**config.mk**
```make
export PLATFORM = sky130hd
export DESIGN_NAME = uart_tx_fifo
export DESIGN_NICKNAME = d
export VERILOG_FILES = /design/src/rtl/uart_tx_fifo.sv
export SDC_FILE = /design/constraint.sdc
export NUM_CORES = 1
export LEC_CHECK = 0
export BUFFER_PORTS_ARGS = -buffer_cell sky130_fd_sc_hd__buf_2
export CAP_MARGIN = 20
export CORE_MARGIN = 3
export CORE_UTILIZATION = 65
export DETAILED_ROUTE_END_ITERATION = 8
export PLACE_DENSITY = 0.88
export SKIP_CTS_REPAIR_TIMING = 1
export SLEW_MARGIN = 20
export SYNTH_ARGS = -nofsm -noshare
export SYNTH_HDL_FRONTEND = slang
export SYNTH_SLANG_ARGS = --single-unit
```
**constraint.sdc**
```tcl
create_clock -name clk -period 3.6 [get_ports clk]
set_clock_uncertainty 0.2 [all_clocks]
set_input_delay 0.36 -clock clk [delete_from_list [all_inputs] [get_ports clk]]
set_output_delay 0.36 -clock clk [all_outputs]
set_load 0.1 [all_outputs]
```
**src/rtl/uart_tx_fifo.sv**
```systemverilog
// UART transmitter: byte FIFO feeding an 8N1 serializer with registered tx.
// Define UART_TX_PARITY_EN to insert an even-parity bit (8E1, 11-bit frame).
module uart_tx_fifo #(
    parameter int unsigned CLK_DIV    = 868,
    parameter int unsigned FIFO_DEPTH = 16
) (
    input  logic                        clk,
    input  logic                        rst,
    input  logic                        in_valid,
    input  logic [7:0]                  in_data,
    output logic                        tx,
    output logic                        busy,
    output logic [$clog2(FIFO_DEPTH):0] fifo_count,
    output logic                        overflow
);
    localparam int unsigned AW = $clog2(FIFO_DEPTH);
    localparam int unsigned CW = AW + 1;
    localparam logic [15:0]   BIT_LAST = 16'(CLK_DIV - 1);
    localparam logic [CW-1:0] FULL     = CW'(FIFO_DEPTH);

`ifdef UART_TX_PARITY_EN
    typedef enum logic [2:0] {StIdle, StStart, StData, StParity, StStop} state_t;
`else
    typedef enum logic [1:0] {StIdle, StStart, StData, StStop} state_t;
`endif

    state_t        state_q;
    logic [7:0]    mem_q [FIFO_DEPTH];
    logic [AW-1:0] wr_ptr_q;
    logic [AW-1:0] rd_ptr_q;
    logic [CW-1:0] count_q;
    logic [CW-1:0] count_d;
    logic [15:0]   cnt_q;
    logic [2:0]    bit_idx_q;
    logic [7:0]    shift_q;
    logic          tx_q;
    logic          busy_q;
    logic          overflow_q;
`ifdef UART_TX_PARITY_EN
    logic          parity_q;
`endif
    logic          full;
    logic          push;
    logic          pop;
    logic          bit_end;

    always_comb begin
        full    = (count_q == FULL);
        pop     = (state_q == StIdle) && (count_q != '0);
        // A full FIFO drops the byte even if a pop frees a slot this cycle.
        push    = in_valid && !full;
        bit_end = (cnt_q == BIT_LAST);
        count_d = count_q;
        if (push && !pop) begin
            count_d = count_q + 1'b1;
        end else if (pop && !push) begin
            count_d = count_q - 1'b1;
        end
    end

    always_ff @(posedge clk) begin
        if (rst) begin
            wr_ptr_q   <= '0;
            rd_ptr_q   <= '0;
            count_q    <= '0;
            overflow_q <= 1'b0;
        end else begin
            if (push) begin
                mem_q[wr_ptr_q] <= in_data;
                wr_ptr_q        <= wr_ptr_q + 1'b1;
            end
            if (pop) begin
                rd_ptr_q <= rd_ptr_q + 1'b1;
            end
            if (in_valid && full) begin
                overflow_q <= 1'b1;
            end
            count_q <= count_d;
        end
    end

    always_ff @(posedge clk) begin
        if (rst) begin
            state_q   <= StIdle;
            tx_q      <= 1'b1;
            busy_q    <= 1'b0;
            cnt_q     <= '0;
            bit_idx_q <= '0;
            shift_q   <= '0;
`ifdef UART_TX_PARITY_EN
            parity_q  <= 1'b0;
`endif
        end else begin
            // Includes the current state so busy stays high through the last stop cycle.
            busy_q <= (state_q != StIdle) || pop || (count_d != '0);
            cnt_q  <= bit_end ? '0 : cnt_q + 1'b1;
            case (state_q)
                StIdle: begin
                    tx_q  <= 1'b1;
                    cnt_q <= '0;
                    if (pop) begin
                        shift_q  <= mem_q[rd_ptr_q];
`ifdef UART_TX_PARITY_EN
                        parity_q <= ^mem_q[rd_ptr_q];
`endif
                        tx_q     <= 1'b0;
                        state_q  <= StStart;
                    end
                end
                StStart: begin
                    if (bit_end) begin
                        tx_q      <= shift_q[0];
                        bit_idx_q <= '0;
                        state_q   <= StData;
                    end
                end
                StData: begin
                    if (bit_end) begin
                        if (bit_idx_q == 3'd7) begin
`ifdef UART_TX_PARITY_EN
                            tx_q    <= parity_q;
                            state_q <= StParity;
`else
                            tx_q    <= 1'b1;
                            state_q <= StStop;
`endif
                        end else begin
                            bit_idx_q <= bit_idx_q + 1'b1;
                            shift_q   <= shift_q >> 1;
                            tx_q      <= shift_q[1];
                        end
                    end
                end
`ifdef UART_TX_PARITY_EN
                StParity: begin
                    if (bit_end) begin
                        tx_q    <= 1'b1;
                        state_q <= StStop;
                    end
                end
`endif
                StStop: begin
                    if (bit_end) begin
                        tx_q    <= 1'b1;
                        state_q <= StIdle;
                    end
                end
                default: state_q <= StIdle;
            endcase
        end
    end

    assign tx         = tx_q;
    assign busy       = busy_q;
    assign fifo_count = count_q;
    assign overflow   = overflow_q;

endmodule

```
# Word level (Yosys, flattened, before mapping)
# Memory sizes are Yosys's and may differ from the RTL's. A register that Yosys moved wholly into a read port is not among the register bits.
# Index checks and enable logic that the tools add are counted.
[op_classes]
mux = 27
n_eq_ne = 12
add_sub_neg = 6
n_reduce_logical = 21
[ops]
columns = ["op", "count"]
rows = [
  ["8-bit 2-to-1 mux", 3],
  ["16-bit by 1-bit adder with 16-bit output, second input constant", 1],
  ["16-bit by 10-bit equality test with 1-bit output, second input constant", 1],
  ["8-bit case mux with 2 select lines", 1],
  ["2-bit inequality test, second input constant", 6],
  ["2-bit 2-to-1 mux", 5],
  ["5-bit 2-to-1 mux", 2],
  ["5-bit nonzero test", 2],
  ["3-bit 2-to-1 mux", 3],
  ["4-bit by 1-bit adder with 4-bit output, second input constant", 2],
  ["1-bit 2-to-1 mux", 8],
  ["4-bit 2-to-1 mux", 2],
  ["2-bit case mux with 4 select lines", 1],
  ["4-bit AND reduction", 2],
  ["3-bit case mux with 2 select lines", 1],
  ["2-bit nonzero test", 3],
  ["5-bit by 1-bit adder with 5-bit output, second input constant", 1],
  ["5-bit equality test, second input constant", 1],
  ["1-bit logical AND", 5],
  ["5-bit AND reduction", 1],
  ["5-bit by 1-bit subtractor with 5-bit output, second input constant", 1],
  ["2-bit equality test, second input constant", 2],
  ["1-bit case mux with 4 select lines", 1],
  ["3-bit by 1-bit adder with 3-bit output, second input constant", 1],
  ["other kinds (7)", 10],
]
[totals]
ram_bits = 128
output_inout_bits = 8
register_bits = 45
n_memories = 1
in_bits = 11
[mem_list]
columns = ["memory", "depth", "width", "read_ports", "rd_clocked_by_memory_dff", "write_ports", "line", "rtl"]
rows = [
  ["mem_q", 16, 8, 1, 1, 1, "28", "logic [7:0] mem_q [FIFO_DEPTH];"],
]

# Depth between registers and ports, before layout
# Gate-level depths: netlist of run 1.
[depth]
depth_word = 9
depth_mapped = 8
ltp_nobuf = 7

# Least setup slack after synthesis of run 1
# No wires, ideal clock.
[synth_path]
kind = "reg-to-reg"
startpoint = "register count_q[0] (netlist: fifo_count[0])"
endpoint = "memory mem_q[3][0] (enable)"
path_stages_with_launch = 8
path_slack_ns = 0.285
setup_ns = 0.370
arrival_ns = 2.745
cell_sequence = "dfxtp_1 inv_1 ha_1 nor3b_1 a21boi_1 buf_2 nand2_1 nor2_1"
[synth_via]
elab_chain_cells = 6
[synth_rtl]
columns = ["element", "line", "rtl"]
rows = [
  ["from (decl)", "31", "logic [CW-1:0] count_q;"],
  ["from (signal assigned)", "78", "count_q <= count_d;"],
  ["5-bit equality test", "48", "full = (count_q == FULL);"],
  ["1-bit zero test", "51", "push = in_valid && !full;"],
  ["1-bit logical AND", "51", ""],
  ["1-bit 2-to-1 mux", "68", "if (push) begin"],
  ["1-bit 2-to-1 mux", "62", "if (rst) begin"],
  ["1-bit 2-to-1 mux (not written as such)", "69", "mem_q[wr_ptr_q] <= in_data;"],
  ["to (decl)", "28", ""],
]
# No other way between the ends.

# Final worst setup path of run 1
[layout_path]
startpoint = "register count_q[0] (netlist: fifo_count[0])"
endpoint = "memory mem_q[12][6] (enable)"
# Same word-level chain as after synthesis.

==> results of run 1 <==
## how the worst max path moves through the flow
| stage | startpoint | endpoint | slack [ps] |
|---|---|---|---|
| finish | fifo_count[0] | mem_q[12][6] | 830 |
| global route | flip-flop | shift_q[0] | 630 |
| CTS | fifo_count[0] | mem_q[12][0] | 820 |
| detailed placement | fifo_count[0] | mem_q[12][3] | 900 |
| global placement | flip-flop | shift_q[0] | 970 |
| floorplan | fifo_count[0] | mem_q[3][0] | 290 |
## worst max-delay path, stage by stage (launching register included)
cell and delay [ps]:
dfxtp_1 400, inv_1 110, ha_1 250, nor3b_1 190
a21boi_1 170, buf_4 240, nand2_1 140, nor2_1 710
## registers in the layout (all words and copies together) (netlist names), named ones only
name,count
bit_idx_q,3
mem_q,128
shift_q,8
wr_ptr_q,4
cnt_q,16
tx,1
overflow,1
fifo_count,5
state_q,2
rd_ptr_q,4
busy,1
## routing by layer
metal | GRT usage, % | vias to the layer above | wire [um]
met2 | 40.0 | 158 | 7220
met1 | 33.9 | 2082 | 6150
met5 | 0 | - | 0
li1 | - | 1876 | -
met3 | 6.96 | 40 | 976
met4 | 9.41 | 0 | 413
## synthesized netlist by cell type, drive strengths merged (9+ instances only)
master	n
edfxtp	128
ha	14
mux2i	14
nand2	18
nor4	9
nor2b	17
a211oi	9
nand3	9
xor2	15
mux4	32
inv	9
nor2	50
clkbuf	14
nand2b	11
dfxtp	49
## metrics by stage
stage | hold WS, ps | std cells | utilization (%) | power [mW] | setup WS, ps
2_1_floorplan | 213 | 479 | - | 3.54 | 285
3_3_place_gp | 223 | 620 | 68.6 | 3.77 | 973
3_5_place_dp | 248 | 620 | 68.6 | 3.83 | 899
4_1_cts | -91.5 | 652 | 73.9 | 5.64 | 825
5_1_grt | 4.89 | 653 | 74.0 | 5.87 | 626
6_report | 8.16 | 653 | 74.0 | 5.64 | 829
## power by group through the flow
stage | Clock (mW) | Combinational (mW) | Sequential (mW)
finish | 1.81 | 1.39 | 2.44
global route | 1.89 | 1.51 | 2.46
CTS | 1.82 | 1.39 | 2.44
detailed placement | 0 | 1.35 | 2.48
global placement | 0 | 1.30 | 2.47
floorplan | 0 | 0.955 | 2.59
## logic make-up (layout without fill, tap and decap cells)
kind of cell	after synthesis	in the layout	share of synthesized area [%]
buf+inv	31	65	1.98
simple gates	147	147	10.7
compound gates	41	41	3.99
fa+ha+maj	14	14	2.41
flops	177	177	66.3
xor+xnor	23	23	2.77
mux	46	46	11.8
## area by class of cell
class,instances,area [um2]
Clock buffer,17,414
Clock inverter,15,164
Fill cell,619,2830
Inverter,9,33.8
Multi-Input combinational cell,271,2310
Sequential cell,177,4830
Tap cell,140,175
Timing Repair Buffer,24,138
==> metrics.md, run 1 <==
| Metric | Value |
|---|---|
| Status | finished clean |
| Flops & latches, synth | 177 |
| Largest net degree at the start of global routing | 36 |
| Gate Count Post-Synth | 479 |
| Clock sinks | 177 |
| DIE AREA | 0.0125 mm2 |
| I/O Buffers | 18 |
| Crit-path max FO | 13 |
| Post-Synthesis Net Count | 504 |
| Synth warn | 0 |
| Relative slew slack | 39.5% |
| Top FF cell, synth | edfxtp_1 |
| Unique cell type count in the Yosys netlist | 50 |
| Hold Path Stages | 1 |
| Max VDD drop | 0.758 mV |
| Worst EP arrival | 2750 ps |
| Synth area leader | edfxtp_1 |
| First-pass GRT wire length | 23,500 um |
| RSZ-0062 raised after global routing | false |
| Iteration-0 DRC Markers | 579 |
| Share of cells above drive strength 1 | 18.1% |
| Vias in the first global route | 4,226 |
| DRC Markers | 0 |
| Clock tree buffer depth | 2 |
| Area Growth Syn to Fin | 10.7% |
| Hold_sp | in_data[7] |
| Final hold violations | 0 |
| Routed Antenna Nets | 0 |
| Internal Power | 3.79 mW |
| Congestion Overflow GR | 0 |
| Worst reg2reg path depth | 7 |
| Max Cap Viol | 0 |
| Leak | 2.67 nW |
| Fmax | 0.361 GHz |
| Critical Path RT | 3580 ps |
| Starting Density | 66.8% |
| Worst Max-Slew Pin Slew | 904 ps |
| Period utilization | 77.0% |
| FF-to-FF Start | fifo_count[0] |
| Ports | 19 |
| Hold path endpoint | mem_q[8][7] |
| Clk root buf | clkbuf_8 |
| Routed len/inst | 22.6 um |
| Setup TNS | 0 ps |
| Inserted Clock Buffers | 17 |
| Final instance area | 0.00806 mm2 |
| Net count, final | 525 |
| Final HPWL from detailed placement | 8810 um |
| Die width | 112 um |
| Initial antenna violation count | 0 |
| Ranking of synthesized cells by area | edfxtp_1, dfxtp_1, mux4_2, nor2_1, ha_1 |
| Power share of the sequential group | 43.2% |
| Row Count | 38 |
| Area fraction of the dominant cell type after synthesis | 52.8% |
| Most frequent cells in the layout | edfxtp_1, nor2_1, dfxtp_1 |
| Worst Hold Class | in -> reg |
| Die Y | 112 um |
| WL final | 14,800 um |
| Sw frac | 32.8% |
| Flop2flop setup slack | 830 ps |
| CORE AREA | 0.0109 mm2 |
| Comb pwr share | 24.6% |
| Fin. max-slew vios | 0 |
| Crit path time final | 2770 ps |
| Cell Area, Synth | 0.00728 mm2 |
| Post-Syn Area per Cell | 15.2 um2 |
| CTS clk-pin slew, worst paths | 80 ps |
| Net Sw Power | 1.85 mW |
| Worst-Skew Late Latency | 550 ps |
| Crit. End Element | flip-flop |
| CP Launch Type | flip-flop |
| Fraction of registers with async set/reset | 0% |
| Clock share of power | 32.2% |
| Most common cell after layout, fill and taps aside | edfxtp_1 |
| Placed Area | 0.00747 mm2 |
| Vias | 4,156 |
| Gpl congestion | 0.844 |
| H-tree Lvls | 4 |
| Post-synth EDFFs | 128 |
| Critical path type | reg -> reg |
| All-Layer GR Usage | 25.2% |
| Vias/cell | 6.36 |
| Pwr dens | 700 mW/mm2 |
| N_diodes | 0 |
| Worst r2r dst | mem_q[12][6] |
| Register area share after synthesis | 66.3% |
| Drt first pass iters | 5 |
| Final Setup Violations | 0 |
| TritonCTS clock tree | built |
(Power assumes the default switching activity.)
==> run 2, diff against run 1 <==
Settings changed: CORE_UTILIZATION 65 to 62, PLACE_DENSITY 0.88 to 0.84.
Clock period 3.6 ns to 2.7 ns, I/O delays scaled along.
==> metrics.md, run 2 (synthesized netlist as in run 1, its figures left out) <==
| Metric | Value |
|---|---|
| Status | finished clean |
| Vias | 4,286 (+3.1%) |
| Iteration-0 DRC Markers | 656 (+13%) |
| Net Sw Power | 2.39 mW (+29%) |
| Hold Path Stages | 1 (unchanged) |
| Worst reg2reg path depth | 4 (-3) |
| Power share of the sequential group | 41.2% (-2.0 points) |
| Most frequent cells in the layout | edfxtp_1, nor2_1, dfxtp_1 |
| H-tree Lvls | 4 (unchanged) |
| Largest register FFs | 128 (unchanged) |
| Crit. End Element | flip-flop |
| Area Growth Syn to Fin | 14.1% |
| Routed Antenna Nets | 0 (unchanged) |
| Largest net degree at the start of global routing | 33 (-8.3%) |
| Congestion Overflow GR | 0 (unchanged) |
| Comb pwr share | 24.5% (about the same) |
| Ports | 19 (unchanged) |
| Final HPWL from detailed placement | 9030 um (+2.4%) |
| Worst EP arrival | 2490 ps (-260 ps) |
| WL final | 15,300 um (+3.6%) |
| Worst r2r dst | shift_q[6] |
| Flop2flop setup slack | 320 ps (-510 ps) |
| Clock tree buffer depth | 2 (unchanged) |
| Final hold violations | 0 (unchanged) |
| Most common cell after layout, fill and taps aside | edfxtp_1 |
| Clk root buf | clkbuf_16 |
| CTS clk-pin slew, worst paths | 70 ps (about the same) |
| Routed len/inst | 22.7 um (+0.66%) |
| Die Y | 114 um (+2.3%) |
| Placed Area | 0.00764 mm2 (+2.3%) |
| Initial antenna violation count | 0 (unchanged) |
| I/O Buffers | 18 (unchanged) |
| Pwr dens | 938 mW/mm2 (+34%) |
| Hold_sp | in_data[7] |
| Clock sinks | 177 (unchanged) |
| Gpl congestion | 0.822 (-2.5%) |
| Metal3 WL | 1160 um (+18%) |
| Register name with the most flops | mem_q |
| Period utilization | 88.3% (+11 points) |
| Vias in the first global route | 4,398 (+4.1%) |
| Row Count | 38 (unchanged) |
| Clock share of power | 34.3% (+2.1 points) |
| Crit path time final | 2380 ps (-388 ps) |
| Sw frac | 30.7% (-2.1 points) |
| Leak | 2.82 nW (+5.4%) |
| Final instance area | 0.00830 mm2 (+3.0%) |
| Max Cap Viol | 0 (unchanged) |
| First-pass GRT wire length | 23,900 um (+1.9%) |
| Internal Power | 5.39 mW (+42%) |
| Crit-path max FO | 19 (+6) |
| Worst Max-Slew Pin Slew | 642 ps (-262 ps) |
| N_diodes | 0 (unchanged) |
| M1 WL | 5970 um (-2.9%) |
| Fill count | 627 (+1.3%) |
| Hold path endpoint | mem_q[11][7] |
| Die width | 114 um (+2.3%) |
| Routed wl met2 | 7660 um (+6.1%) |
| CORE AREA | 0.0112 mm2 (+2.6%) |
| Critical path type | reg -> reg |
| Fmax | 0.420 GHz (+16%) |
| Largest registers | mem_q (128), cnt_q (16), shift_q (8) |
| Max VDD drop | 0.916 mV (+21%) |
| Worst Hold Class | in -> reg |
| Drt first pass iters | 8 (+3) |
| Final Setup Violations | 0 (unchanged) |
| Fin. max-slew vios | 0 (unchanged) |
| Top sig layer | met4 |
| DIE AREA | 0.0131 mm2 (+4.6%) |
| Relative slew slack | 57.1% (+18 points) |
| CP Launch Type | flip-flop |
| Critical Path RT | 2800 ps (-780 ps) |
| DRC Markers | 0 (unchanged) |
| Worst-Skew Late Latency | 440 ps (-110 ps) |
| Tot Pwr | 7.79 mW (+38%) |
| Share of cells above drive strength 1 | 21.8% (+3.7 points) |
| Inserted Clock Buffers | 17 (unchanged) |
| Net count, final | 544 (+3.6%) |
| Starting Density | 65.1% (-1.7 points) |
| TritonCTS clock tree | built |
| RSZ-0062 raised after global routing | false |
| Vias/cell | 6.38 (+0.21%) |
| All-Layer GR Usage | 25.1% (-0.10 points) |
[run 2: cell types whose count changed in the layout (fill, tap and decap cells not counted), moves of 2 or more]
cell       change
dfxtp_1        -4
dfxtp_4        +2
buf_4         +16
bufinv_16      +3
buf_12         +2
clkinv_2       +2
dfxtp_2        +2
[run 2: worst max path at each step]
stage | start | endpoint | slack [ps] | cells past startpoint
3_5_place_dp | fifo_count[0] | shift_q[3] | 360 | 7
6_report | flip-flop | shift_q[6] | 320 | 4
4_1_cts | fifo_count[0] | mem_q[4][0] | 350 | 8
5_1_grt | fifo_count[0] | shift_q[2] | 210 | 6
2_1_floorplan | fifo_count[0] | mem_q[3][0] | -30 | 7
3_3_place_gp | state_q[0] | shift_q[1] | 520 | 5
[run 2: layout make-up]
class	count	area (um2)	area share, %
Sequential cell	177	4840	58.3
Clock buffer	17	425	5.12
Multi-Input combinational cell	271	2310	27.8
Tap cell	140	175	2.11
Timing Repair Buffer	43	308	3.71
Inverter	9	33.8	0.407
Clock inverter	15	216	2.61
[run 2: metal layers]
metal,track usage (%),vias up
li1,-,1914
met1,32.0,2125
met2,40.8,203
met3,6.71,44
met4,11.2,0
met5,0,-
[run 2: worst max-delay path, stage by stage (launching register included)]
cell and delay, ps:
dfxtp_1 730, buf_4 360, mux4_2 340, a211oi_1 520, nor4_1 90
[run 2: metrics by stage]
stage	setup slack, ps	setup TNS (ps)	util [%]	hold WS [ps]	std cells
after floorplan	-25.1	-586	-	169	479
after global placement	519	0	68.4	224	638
after detailed placement	356	0	68.4	250	638
after CTS	354	0	74.1	-100	670
final	317	0	74.3	19.5	672
after global routing	206	0	74.3	19.2	672
[run 2: power groups by stage]
stage	clock (mW)	combinational (mW)	sequential, mW
after floorplan	0	1.27	3.46
after CTS	2.70	1.91	3.21
final	2.67	1.91	3.21
after global placement	0	1.81	3.25
after global routing	2.79	2.08	3.22
after detailed placement	0	1.87	3.26
==> run 3, diff against run 2 <==
Settings changed: CORE_UTILIZATION 62 to 65, PLACE_DENSITY 0.84 to 0.88, SKIP_CTS_REPAIR_TIMING 1 to default.
Clock period 2.7 ns to 3.1 ns, I/O delays scaled along.
==> metrics.md, run 3 (synthesized netlist as in run 1, its figures left out) <==
| Metric | Value |
|---|---|
| TritonCTS clock tree | built |
| Die Y | 112 um (-2.2%) |
| Crit-path max FO | 8 (-11) |
| Iteration-0 DRC Markers | 545 (-17%) |
| Final hold violations | 0 (unchanged) |
| Vias | 4,250 (-0.84%) |
| Critical path type | reg -> reg |
| CP Launch Type | flip-flop |
| Area Growth Syn to Fin | 13.1% |
| H-tree Lvls | 4 (unchanged) |
| Die width | 112 um (-2.2%) |
| Most common cell after layout, fill and taps aside | edfxtp_1 |
| Max Cap Viol | 0 (unchanged) |
| Leak | 2.77 nW (-1.8%) |
| Max VDD drop | 0.882 mV (-3.7%) |
| Final Setup Violations | 0 (unchanged) |
| Fill count | 616 (-1.8%) |
| Clock tree buffer depth | 2 (unchanged) |
| Final HPWL from detailed placement | 9160 um (+1.5%) |
| CORE AREA | 0.0109 mm2 (-2.6%) |
| Net count, final | 548 (+0.74%) |
| Layout Cells excl Fill | 676 (+0.60%) |
| Largest registers | mem_q (128), cnt_q (16), shift_q (8) |
| # placed instances | 635 (-0.47%) |
| Period utilization | 87.3% (-1.0 points) |
| Vias in the first global route | 4,316 (-1.9%) |
| N_diodes | 0 (unchanged) |
| Row Count | 38 (unchanged) |
| Gpl congestion | 0.805 (-2.1%) |
| Clk root buf | clkbuf_8 |
| RSZ-0062 raised after global routing | false |
| Worst Hold Class | in -> reg |
| Ports | 19 (unchanged) |
| Largest register FFs | 128 (unchanged) |
| Fin. max-slew vios | 0 (unchanged) |
| Worst reg2reg path depth | 6 (+2) |
| CTS clk-pin slew, worst paths | 70 ps (about the same) |
| Hold Path Stages | 3 (+2) |
| Worst Max-Slew Pin Slew | 735 ps (+92.6 ps) |
| All-Layer GR Usage | 25.2% (+0.11 points) |
| DRC Markers | 0 (unchanged) |
| WL final | 14,800 um (-3.5%) |
| Largest net degree at the start of global routing | 35 (+6.1%) |
| Clock sinks | 177 (unchanged) |
| Routed Antenna Nets | 0 (unchanged) |
| Fmax | 0.370 GHz (-12%) |
| Critical Path RT | 3060 ps (+260 ps) |
| First-pass GRT wire length | 23,400 um (-2.1%) |
| Congestion Overflow GR | 0 (unchanged) |
| Setup bufs post-CTS | 0 |
| Setup TNS | 0 ps (unchanged) |
| Drt first pass iters | 5 (-3) |
| Starting Density | 66.8% (+1.7 points) |
| Status | finished clean |
| Worst EP arrival | 2670 ps (+180 ps) |
| Most frequent cells in the layout | edfxtp_1, nor2_1, dfxtp_1 |
| Crit path time final | 2710 ps (+322 ps) |
| I/O Buffers | 18 (unchanged) |
| Register name with the most flops | mem_q |
| Vias/cell | 6.29 (-1.4%) |
| Inserted Clock Buffers | 17 (unchanged) |
| Crit. End Element | flip-flop |
| Routed len/inst | 21.8 um (-4.0%) |
| Relative slew slack | 50.8% (-6.3 points) |
| Pwr dens | 789 mW/mm2 (-16%) |
| Share of cells above drive strength 1 | 20.0% (-1.8 points) |
| Worst-Skew Late Latency | 530 ps (+90 ps) |
| Initial antenna violation count | 0 (unchanged) |
| DIE AREA | 0.0125 mm2 (-4.4%) |
[run 3: cell count changes in the layout (fill, tap and decap cells not counted), sizes merged]
cell / previous run / this run
bufinv: 4 / 2
clkinv: 2 / 4
clkbuf: 17 / 20
clkinvlp: 0 / 3
dlygate4sd3: 2 / 9
buf: 41 / 38
inv: 18 / 12
[run 3: final timing paths]
check,endpoint,startpoint,slack [ps]
worst min register to register,cnt_q[0],cnt_q[0],250
worst min-delay path,fifo_count[2],rst,90
worst max register to register,mem_q[7][0],fifo_count[0],390
worst max-delay path,mem_q[7][0],fifo_count[0],390
[run 3: metrics by stage]
stage / instance area [um2] / hold WS (ps) / util (%) / worst slack [ps] / total power [mW]
final: 8230 / 85.5 / 75.6 / 395 / 6.49
after global routing: 8230 / 90.2 / 75.6 / 153 / 6.77
after CTS: 8230 / 71.3 / 75.6 / 395 / 6.50
after detailed placement: 7580 / 233 / 69.7 / 423 / 4.46
after global placement: 7580 / 225 / 69.7 / 567 / 4.40
after floorplan: 7280 / 209 / - / 166 / 4.12
[run 3: routing by layer]
layer,routed length [um],vias to the layer above,track usage (%)
met5,0,-,0
met4,345,0,9.16
met3,1160,26,8.26
met2,7440,195,40.8
met1,5810,2109,32.3
li1,-,1920,-
[run 3: repair_timing]
action / CTS / global route
setup endpoints to repair: 0 / 0
resized for setup: 0 / 0
hold buffers: 9 / 0
hold endpoints to repair: 118 / 0
[run 3: where the power goes]
group | switching (mW) | internal [mW] | total, mW
Combinational | 1.05 | 0.643 | 1.69
Sequential | 0.119 | 2.66 | 2.78
Clock | 0.868 | 1.15 | 2.02
[run 3: area by class of cell]
type	instances	area, um2	share of cell area (%)
Clock buffer	20	425	5.17
Clock inverter	12	131	1.60
Inverter	9	33.8	0.410
Multi-Input combinational cell	271	2310	28.0
Sequential cell	177	4830	58.7
Tap cell	140	175	2.13
Timing Repair Buffer	47	330	4.01
[run 3: worst max-delay path: stages, from the launching register on]
cell	delay, ps
dfxtp_2	370
inv_1	100
ha_1	240
nor3b_1	170
a21boi_1	400
nand2_1	250
nor2_1	610
